===== config.mk =====
export PLATFORM = sky130hd
export DESIGN_NAME = brief_desc_packer
export DESIGN_NICKNAME = d
export VERILOG_FILES = /design/src/rtl/brief_pkg.sv /design/src/rtl/brief_desc_outreg.sv /design/src/rtl/brief_desc_packer.sv
export SDC_FILE = /design/constraint.sdc
export NUM_CORES = 1
export LEC_CHECK = 0
export CORE_AREA = 2 2 231 233
export DETAILED_ROUTE_END_ITERATION = 16
export DIE_AREA = 0 0 233 235
export HOLD_SLACK_MARGIN = 0.02
export PLACE_DENSITY_LB_ADDON = 0.05
export SYNTH_ARGS = -nofsm -noshare
export SYNTH_HDL_FRONTEND = slang
export SYNTH_SLANG_ARGS = --single-unit

===== constraint.sdc =====
create_clock -name clk -period 3.6 [get_ports clk]
set_input_delay 0.36 -clock clk [delete_from_list [all_inputs] [get_ports clk]]
set_output_delay 0.36 -clock clk [all_outputs]
set_load 0.02 [all_outputs]

===== src/rtl/brief_pkg.sv =====
// Shared definitions for the BRIEF descriptor packer.
//
// Contents:
//   DESC_BITS_DEF / ID_W_DEF : default descriptor and keypoint-ID widths
//   desc_t                   : descriptor vector at the default width
//   asm_state_e              : assembly FSM states (FILL, HOLD)
//   popcount8                : number of ones in one test-result byte
package brief_pkg;

  localparam int DESC_BITS_DEF = 256;
  localparam int ID_W_DEF      = 16;

  typedef logic [DESC_BITS_DEF-1:0] desc_t;

  typedef enum logic {
    FILL = 1'b0,
    HOLD = 1'b1
  } asm_state_e;

  // Ones count of a single byte; the packer adds one of these per beat
  // so the descriptor weight never needs a full-width adder tree.
  function automatic logic [3:0] popcount8(input logic [7:0] b);
    logic [3:0] c;
    c = '0;
    for (int i = 0; i < 8; i++) begin
      c = c + {3'b000, b[i]};
    end
    return c;
  endfunction

endpackage


===== src/rtl/brief_desc_outreg.sv =====
// Output holding register for completed descriptors.
//
// Holds one descriptor and its keypoint ID (and weight when the
// DESC_WEIGHT_EN macro is defined) and presents it on a valid/ready pair.
//
// Ports:
//   clk, rst_n  : clock, synchronous active-low reset
//   load_i      : capture data_i/id_i(/weight_i) this cycle
//   data_i/id_i : descriptor and keypoint ID to capture
//   weight_i    : descriptor popcount (DESC_WEIGHT_EN only)
//   ready_i     : consumer takes the held descriptor
//   valid_o     : a descriptor is held
//   data_o/id_o : held descriptor and keypoint ID
//   weight_o    : held popcount (DESC_WEIGHT_EN only)
//   free_o      : register can accept a load this cycle
module brief_desc_outreg #(
  parameter int DW = 256,
  parameter int IW = 16
`ifdef DESC_WEIGHT_EN
  ,
  parameter int WW = 9
`endif
) (
  input  logic          clk,
  input  logic          rst_n,
  input  logic          load_i,
  input  logic [DW-1:0] data_i,
  input  logic [IW-1:0] id_i,
`ifdef DESC_WEIGHT_EN
  input  logic [WW-1:0] weight_i,
  output logic [WW-1:0] weight_o,
`endif
  input  logic          ready_i,
  output logic          valid_o,
  output logic [DW-1:0] data_o,
  output logic [IW-1:0] id_o,
  output logic          free_o
);

  logic          valid_q;
  logic [DW-1:0] data_q;
  logic [IW-1:0] id_q;
`ifdef DESC_WEIGHT_EN
  logic [WW-1:0] weight_q;
`endif

  // A held descriptor is being drained this cycle, or nothing is held,
  // so a new one may be loaded on the same edge.
  assign free_o  = !valid_q || ready_i;
  assign valid_o = valid_q;
  assign data_o  = data_q;
  assign id_o    = id_q;
`ifdef DESC_WEIGHT_EN
  assign weight_o = weight_q;
`endif

  // Payload only changes on a load, which the top issues only when the
  // register is free, so it stays stable while stalled.
  always_ff @(posedge clk) begin
    if (!rst_n) begin
      valid_q  <= 1'b0;
      data_q   <= '0;
      id_q     <= '0;
`ifdef DESC_WEIGHT_EN
      weight_q <= '0;
`endif
    end else begin
      if (load_i) begin
        valid_q  <= 1'b1;
        data_q   <= data_i;
        id_q     <= id_i;
`ifdef DESC_WEIGHT_EN
        weight_q <= weight_i;
`endif
      end else if (ready_i) begin
        valid_q <= 1'b0;
      end
    end
  end

endmodule


===== src/rtl/brief_desc_packer.sv =====
// Packs 8-bit BRIEF test-result beats into a DESC_BITS-wide descriptor
// tagged with a keypoint ID, double-buffered behind an output register.
//
// Optional feature macro: DESC_WEIGHT_EN adds a running popcount and the
// desc_weight output.
//
// Ports:
//   clk, rst_n            : clock, synchronous active-low reset
//   in_valid/in_ready     : byte handshake; in_bits bit 7 is the first test
//   in_kp_id              : keypoint ID, sampled on beat 0
//   in_abort              : drop the partial descriptor (FILL only)
//   desc_valid/desc_ready : descriptor handshake
//   desc_data, desc_kp_id : descriptor and its keypoint ID
//   desc_weight           : popcount of desc_data (DESC_WEIGHT_EN only)
module brief_desc_packer
  import brief_pkg::*;
#(
  parameter int DESC_BITS = DESC_BITS_DEF,
  parameter int ID_W      = ID_W_DEF
) (
  input  logic                         clk,
  input  logic                         rst_n,
  input  logic                         in_valid,
  output logic                         in_ready,
  input  logic [7:0]                   in_bits,
  input  logic [ID_W-1:0]              in_kp_id,
  input  logic                         in_abort,
  output logic                         desc_valid,
  input  logic                         desc_ready,
  output logic [DESC_BITS-1:0]         desc_data,
  output logic [ID_W-1:0]              desc_kp_id
`ifdef DESC_WEIGHT_EN
  ,
  output logic [$clog2(DESC_BITS+1)-1:0] desc_weight
`endif
);

  localparam int BEATS = DESC_BITS / 8;
  localparam int CNT_W = (BEATS > 1) ? $clog2(BEATS) : 1;
  localparam int IDX_W = $clog2(DESC_BITS);
  localparam logic [CNT_W-1:0] LAST_BEAT = CNT_W'(BEATS - 1);
`ifdef DESC_WEIGHT_EN
  localparam int WGT_W = $clog2(DESC_BITS + 1);
`endif

  asm_state_e           state_q;
  logic [CNT_W-1:0]     beatCnt_q, beatCnt_d;
  logic [DESC_BITS-1:0] asm_q, asm_d;
  logic [ID_W-1:0]      asmId_q, asmId_d;
`ifdef DESC_WEIGHT_EN
  logic [WGT_W-1:0]     weight_q, weight_d;
`endif
  logic [IDX_W-1:0]     sliceLsb;
  logic                 accept, lastBeat, outFree, transfer;

  assign in_ready = (state_q == FILL);
  assign accept   = in_valid && (state_q == FILL) && !in_abort;
  assign lastBeat = accept && (beatCnt_q == LAST_BEAT);
  assign transfer = (lastBeat || (state_q == HOLD)) && outFree;

  // Beat k occupies asm[DESC_BITS-1-8k -: 8], i.e. its LSB sits at
  // DESC_BITS-8-8k, so the first test of the descriptor becomes the MSB.
  assign sliceLsb = IDX_W'(DESC_BITS - 8) - IDX_W'({beatCnt_q, 3'b000});

  // Next assembly contents. asm_d already includes the beat accepted
  // this cycle, so a completing descriptor can go straight to the output
  // register on the same edge. In HOLD nothing changes and asm_d is the
  // completed descriptor awaiting transfer.
  always_comb begin
    beatCnt_d = beatCnt_q;
    asm_d     = asm_q;
    asmId_d   = asmId_q;
`ifdef DESC_WEIGHT_EN
    weight_d  = weight_q;
`endif
    if (state_q == FILL) begin
      if (in_abort) begin
        beatCnt_d = '0;
        asm_d     = '0;
`ifdef DESC_WEIGHT_EN
        weight_d  = '0;
`endif
      end else if (accept) begin
        if (beatCnt_q == '0) begin
          asm_d    = '0;
          asmId_d  = in_kp_id;
`ifdef DESC_WEIGHT_EN
          weight_d = '0;
`endif
        end
        asm_d[sliceLsb +: 8] = in_bits;
`ifdef DESC_WEIGHT_EN
        weight_d = weight_d + WGT_W'(popcount8(in_bits));
`endif
        beatCnt_d = lastBeat ? '0 : beatCnt_q + 1'b1;
      end
    end
  end

  // Assembly state machine and accumulators. A completed descriptor that
  // cannot move into a busy output register parks in HOLD, which closes
  // in_ready until the output register frees up.
  always_ff @(posedge clk) begin
    if (!rst_n) begin
      state_q   <= FILL;
      beatCnt_q <= '0;
      asm_q     <= '0;
      asmId_q   <= '0;
`ifdef DESC_WEIGHT_EN
      weight_q  <= '0;
`endif
    end else begin
      beatCnt_q <= beatCnt_d;
      asm_q     <= asm_d;
      asmId_q   <= asmId_d;
`ifdef DESC_WEIGHT_EN
      weight_q  <= weight_d;
`endif
      case (state_q)
        FILL:    if (lastBeat && !outFree) state_q <= HOLD;
        HOLD:    if (outFree) state_q <= FILL;
        default: state_q <= FILL;
      endcase
    end
  end

  brief_desc_outreg #(
    .DW(DESC_BITS),
    .IW(ID_W)
`ifdef DESC_WEIGHT_EN
    ,
    .WW(WGT_W)
`endif
  ) u_outreg (
    .clk      (clk),
    .rst_n    (rst_n),
    .load_i   (transfer),
    .data_i   (asm_d),
    .id_i     (asmId_d),
`ifdef DESC_WEIGHT_EN
    .weight_i (weight_d),
    .weight_o (desc_weight),
`endif
    .ready_i  (desc_ready),
    .valid_o  (desc_valid),
    .data_o   (desc_data),
    .id_o     (desc_kp_id),
    .free_o   (outFree)
  );

endmodule


==> results of run 1 <==
==> sequential cells by signal, summed over array words and instances (netlist names) <==
register          cells
u_outreg.data_o     256
asmId_q              16
asm_q               256
beatCnt_q             5
u_outreg.id_o        16
state_q               1
u_outreg.valid_o      1
==> path summary, 6_finish.rpt <==
| check | to | slack, ns |
|---|---|---|
| worst max-delay path | u_outreg.data_o[241] | 0.28 |
| worst min-delay path | u_outreg.data_o[8] | 0.12 |
| worst max register to register | u_outreg.data_o[241] | 0.28 |
| worst min register to register | u_outreg.data_o[169] | 0.45 |
==> layout by cell type (no fill, tap or decap), drive strengths merged, types with 9 or more instances in the layout <==
cell type,count
nand3,124
o211ai,54
a32oi,124
clkdlybuf4s50,301
nor2b,13
nand2,203
a31oi,81
and3,27
a32o,17
o221ai,9
a221oi,10
clkinv,10
and2,24
nor2,243
o211a,9
nor3,24
a21oi,246
o21ai,277
o32ai,10
a22oi,26
a21o,21
o311ai,10
nor4,17
dfxtp,551
a22o,12
a211oi,42
buf,285
clkbuf,79
nand2b,10
nand4,38
mux2i,27
inv,17
==> stage by stage <==
stage | hold WS, ns | setup TNS (ns) | util [%] | setup WS, ns
3_5_place_dp | 0.444 | -0.0413 | 54.5 | -0.0413
5_1_grt | 0.130 | 0 | 58.4 | 0.247
6_report | 0.117 | 0 | 58.4 | 0.284
2_1_floorplan | 0.426 | 0 | - | 0.837
3_3_place_gp | 0.434 | -0.200 | 54.5 | -0.133
4_1_cts | 0.101 | 0 | 58.4 | 0.263
==> cell families (layout without fill, tap and decap cells) <==
family / after synthesis / count (layout) / synth area share, %
AO/OA/AOI/OAI: 1019 / 1019 / 29.5
XOR/XNOR: 4 / 4 / 0.264
adder cells (fa/ha/maj): 5 / 5 / 0.269
buffers and inverters: 248 / 703 / 4.90
flip-flops: 551 / 551 / 47.4
multiplexers: 35 / 35 / 1.55
other: 0 / 1 / 0
AND/OR/NAND/NOR: 759 / 759 / 16.1
==> what timing repair did <==
item,CTS,global route
gates resized for setup,1,0
setup buffers,0,0
endpoints found under the setup margin,1,0
hold endpoints to repair,0,0
==> worst max-delay path, cell delays in order (launching register included) <==
cell	delay (ns)
dfxtp_1	0.36
ha_1	0.21
and3_1	0.18
ha_1	0.39
buf_12	0.19
clkinv_1	0.06
buf_4	0.19
o21ai_2	0.35
a2111oi_1	0.97
a31oi_1	0.14
a21oi_1	0.19
==> cell usage after synthesis (8+ instances only) <==
master and count:
dfxtp_1 551, o21ai_0 254, a21oi_1 238, nor2_1 234, nand2_1 201, clkbuf_1 138
a32oi_1 124, nand3_1 120, a31oi_1 79, buf_2 66, o211ai_1 50, nand4_1 37
a211oi_1 34, and3_1 27, mux2i_1 27, a22oi_1 26, a21o_1 21, and2_1 20
nor3_1 19, a32o_1 17, o21ai_1 16, buf_4 15, a22o_1 12, inv_1 12
nor2b_1 12, nor4_1 11, nand2b_1 10, o32ai_1 10, o211a_1 9, o221ai_1 9
a221oi_1 8, buf_6 8, o311ai_0 8
==> power breakdown <==
| group | switching [mW] | internal (mW) | total [mW] |
|---|---|---|---|
| clock | 2.57 | 3.76 | 6.33 |
| sequential | 0.00352 | 6.11 | 6.11 |
| combinational | 0.518 | 0.183 | 0.701 |
| total | 3.09 | 10.0 | 13.1 |
==> routing by layer <==
| metal | GRT usage (%) | wire length [um] |
|---|---|---|
| met1 | 49.8 | 42400 |
| met2 | 58.9 | 48500 |
| met3 | 6.55 | 9720 |
| met4 | 21.4 | 6650 |
| met5 | 0 | 0 |
==> final cells by class <==
cell class / count / area (sq um) / share of cell area, %
timing repair buffer: 587 / 5390 / 17.7
clock inverter: 24 / 358 / 1.17
multi-input combinational: 1822 / 11100 / 36.6
clock buffer: 79 / 1640 / 5.38
antenna: 1 / 2.50 / 0.00821
sequential: 551 / 11000 / 36.2
tap: 688 / 861 / 2.82
inverter: 13 / 56.3 / 0.185
==> results.cfg, run 1 <==
[floorplanning]
die-area_sq_um = 54800
core_region_area_sq_um = 52200
die_h_um = 235
fp-row-count = 84
start_util_pct = 44.5
die_w_um = 233
ios = 303

[cts]
cts_tree = done
cts_hold_buf = 0
clockBufferDepth = 3
numCtsBuffers = 56
root_buffer = clkbuf_16
clk_pin_slew_worst_paths_ns = 0.06
clock-sinks = 551
insertion_delay_ns = 0.62
cts_htree_levels = 2

[synthesis]
syn_nets = 2655
ys_warn_count = 0
yosys-top-cells-area = dfxtp_1 47%, o21ai_0 5.5%, a21oi_1 5.1%, a32oi_1 4.7%, nor2_1 3.8%
syn_avg_cell_area_sq_um = 8.88
synth_edf_count = 0
synth_cells = 2621
ys_types = 115
yosys.area.top_type = dfxtp_1
ys.flop_type = dfxtp_1
synth_top_area_share_pct = 47.4
ys_ff_latch = 551
syn_area_sq_um = 23300
ys_seq_area_share_pct = 47.4
async_flop_share_pct = 0

[drt]
via_per_inst = 6.42
drc_errors = 0
wl_um = 107000
post_drt_wl_per_cell_um = 28.5
ant_nets = 0
via_count = 24200
drtIter0Drc = 2696
firstDrtPassIters = 6

[place]
place_area_sq_um = 28500
gp_congestion = 1.07
portBuffers = 302
post-place-cells = 3661
place_hpwl_um = 78800

[final_layout]
final_nets = 3065
layout.cells.non_filler = 3765
final_cell_area_sq_um = 30500
n_fill_cell = 4692
area_growth_pct = 31.0
drive_gt1_share_pct = 15.5

[critical_path]
startpoint = beatCnt_q[1]
critical_path_class = register to register
rr_startpoint = beatCnt_q[1]
critPathLaunchType = register
required_ns = 4.14
rr_worst_depth = 10
cp_max_fo = 11
worst_ep_arrival_time_ns = 3.86
cp-end-kind = register

[pwr]
totalPowerFinal_mw = 13.1
powerDensity_nw_per_um2 = 431
ir_drop_mv = 0.420
p_leak_nw = 10.7

[hold_path]
min_path_cells = 3
hold_path_class = input port to register
min_from = rst_n

[timing]
hold_violations = 0
slew_viol_final = 0
fin_crit_sh_pct = 92.1
min_period_ns = 3.32
finClkSkew_ns = 0.0124
setup_viol = 0
worst_pin_slew_ns = 1.19
max-slew-margin-rel_pct = 20.4
clock.fmax_mhz = 302
rsz0062_at_grt = false

[global_routing]
track_usage_pct = 38.0
grt_max_degree = 122
grt_pass1_vias = 22700
grt_pass1_wl_um = 154000
antenna_found_initial = 2
overflow = 0

[status]
outcome = complete, no violations

[run]
maxCapViolCount = 0
(Power assumes the default switching activity.)
==> inputs of run 2 (changes only) <==
--- a/config.mk
+++ b/config.mk
@@ -5,10 +5,12 @@
 export SDC_FILE = /design/constraint.sdc
 export NUM_CORES = 1
 export LEC_CHECK = 0
+export CAP_MARGIN = 20
 export CORE_AREA = 2 2 231 233
 export DETAILED_ROUTE_END_ITERATION = 16
 export DIE_AREA = 0 0 233 235
 export HOLD_SLACK_MARGIN = 0.02
+export MAX_ROUTING_LAYER = met4
 export PLACE_DENSITY_LB_ADDON = 0.05
 export SYNTH_ARGS = -nofsm -noshare
 export SYNTH_HDL_FRONTEND = slang
==> run 2 against run 1 <==
First-iteration DRC count up 9.7%. Clock skew is 0.012 ns higher. Hold slack got worse by 0.012 ns. Non-clock buffer count rose by 36.
==> results.cfg, run 2 (synthesized netlist as in run 1, its figures left out) <==
[timing]
setup_ws_ns = 0.201
hold_violations = 0
worst_pin_slew_ns = 1.14
min_period_ns = 3.40
setup_viol = 0
max-slew-margin-rel_pct = 24.1
slew_viol_final = 0
clock.fmax_mhz = 294
fin_crit_sh_pct = 94.4
tns_ns = 0
finClkSkew_ns = 0.0243
rsz0062_at_grt = false

[cts]
cts_htree_levels = 2
numCtsBuffers = 56
clock-sinks = 551
clockBufferDepth = 3
clk_pin_slew_worst_paths_ns = 0.06
post_cts_resize_count = 0
post_cts_buffers = 0
root_buffer = clkbuf_16
cts_tree = done
insertion_delay_ns = 0.64
cts_hold_buf = 0

[drt]
via_count = 24500
highest-signal-layer = met4
via_per_inst = 6.44
firstDrtPassIters = 6
wl_met2_um = 49100
drc_errors = 0
routed-wl-met3_um = 11100
post_drt_wl_per_cell_um = 28.8
drtIter0Drc = 2958
ant_nets = 0
wl_um = 110000
wl_met1_um = 43400

[global_routing]
grt_max_degree = 171
overflow = 0
track_usage_pct = 40.0
grt_pass1_vias = 23000
grt_pass1_wl_um = 157000
antenna_found_initial = 6

[run]
maxCapViolCount = 0

[floorplanning]
die-area_sq_um = 54800
fp-row-count = 84
start_util_pct = 44.5
ios = 303
core_region_area_sq_um = 52200
die_h_um = 235
die_w_um = 233

[place]
portBuffers = 302
preCtsSetupSlack_ns = 0.320
place_hpwl_um = 80500
gp_congestion = 1.08
place_area_sq_um = 28800

[pwr]
ir_drop_mv = 0.336
p_switching_mw = 3.11
combPwrFrac_pct = 5.6
p_int_mw = 9.97
clock_power_share_pct = 47.7
p_sw_share_pct = 23.8
p_leak_nw = 10.9
sequentialPowerShare_pct = 46.7
powerDensity_nw_per_um2 = 426

[critical_path]
rr_startpoint = beatCnt_q[1]
worst_ep_arrival_time_ns = 3.96
rr_worst_depth = 9
cp_max_fo = 27
r2r-end = u_outreg.data_o[26]
critical_path_class = register to register
critPathLaunchType = register
rrSetupSlack_ns = 0.20
cp-end-kind = register
required_ns = 4.16

[hold_path]
whs_endpoint = u_outreg.data_o[198]
hold_path_class = input port to register
min_from = rst_n
min_path_cells = 3

[final_layout]
final_nets = 3101
final_common_cell = dfxtp_1
layout_common_cells = 550 x dfxtp_1, 301 x clkdlybuf4s50_1, 300 x buf_4
final_cell_area_sq_um = 30700
drive_gt1_share_pct = 16.6
area_growth_pct = 32.1

[status]
outcome = complete, no violations
-- run 2: metal layers --
metal / up-vias / track usage [%]
met1: 12000 / 50.4
met5: - / -
met3: 305 / 8.64
met4: 0 / 20.7
met2: 1496 / 60.0
li1: 10700 / -
-- run 2: worst max path at each step --
stage,start,to,slack (ns)
global placement,beatCnt_q[1],u_outreg.data_o[241],-0.06
finish,beatCnt_q[1],u_outreg.data_o[26],0.20
floorplan,beatCnt_q[0],u_outreg.data_o[80],0.84
detailed placement,beatCnt_q[1],u_outreg.data_o[241],0.32
CTS,beatCnt_q[1],u_outreg.data_o[241],0.28
global route,beatCnt_q[1],u_outreg.data_o[180],0.12
-- run 2: critical path, cell delays in order, from the launching register on --
cell     delay [ns]
dfxtp_1        0.47
ha_1           0.23
buf_4          0.38
xor2_1         0.57
nand4_1        0.30
buf_4          0.24
nor2_1         0.59
buf_4          0.30
nand2_1        0.09
a31oi_1        0.16
-- run 2: area by class of cell --
cell class | instances | area (sq um)
sequential | 551 | 11000
timing repair buffer | 623 | 5660
fill | 4729 | 21500
clock inverter | 23 | 287
inverter | 13 | 56.3
multi-input combinational | 1822 | 11100
antenna | 5 | 12.5
clock buffer | 82 | 1680
tap | 688 | 861
-- run 2: per-stage QoR --
step           instances  util (%)  total power, mW  hold slack [ns]
2_1_floorplan       2621         -             6.57            0.426
3_3_place_gp        3694      55.0             6.94            0.444
3_5_place_dp        3697      55.0             6.95            0.444
4_1_cts             3802      58.8             13.1           0.0858
5_1_grt             3807      58.8             13.3            0.125
6_report            3807      58.8             13.1            0.105
-- run 2: power groups by stage --
stage | Clock (mW) | Combinational, mW | Sequential [mW]
3_3_place_gp | 0 | 0.696 | 6.25
5_1_grt | 6.50 | 0.742 | 6.11
6_report | 6.23 | 0.735 | 6.11
3_5_place_dp | 0 | 0.699 | 6.25
2_1_floorplan | 0 | 0.325 | 6.25
4_1_cts | 6.27 | 0.702 | 6.11
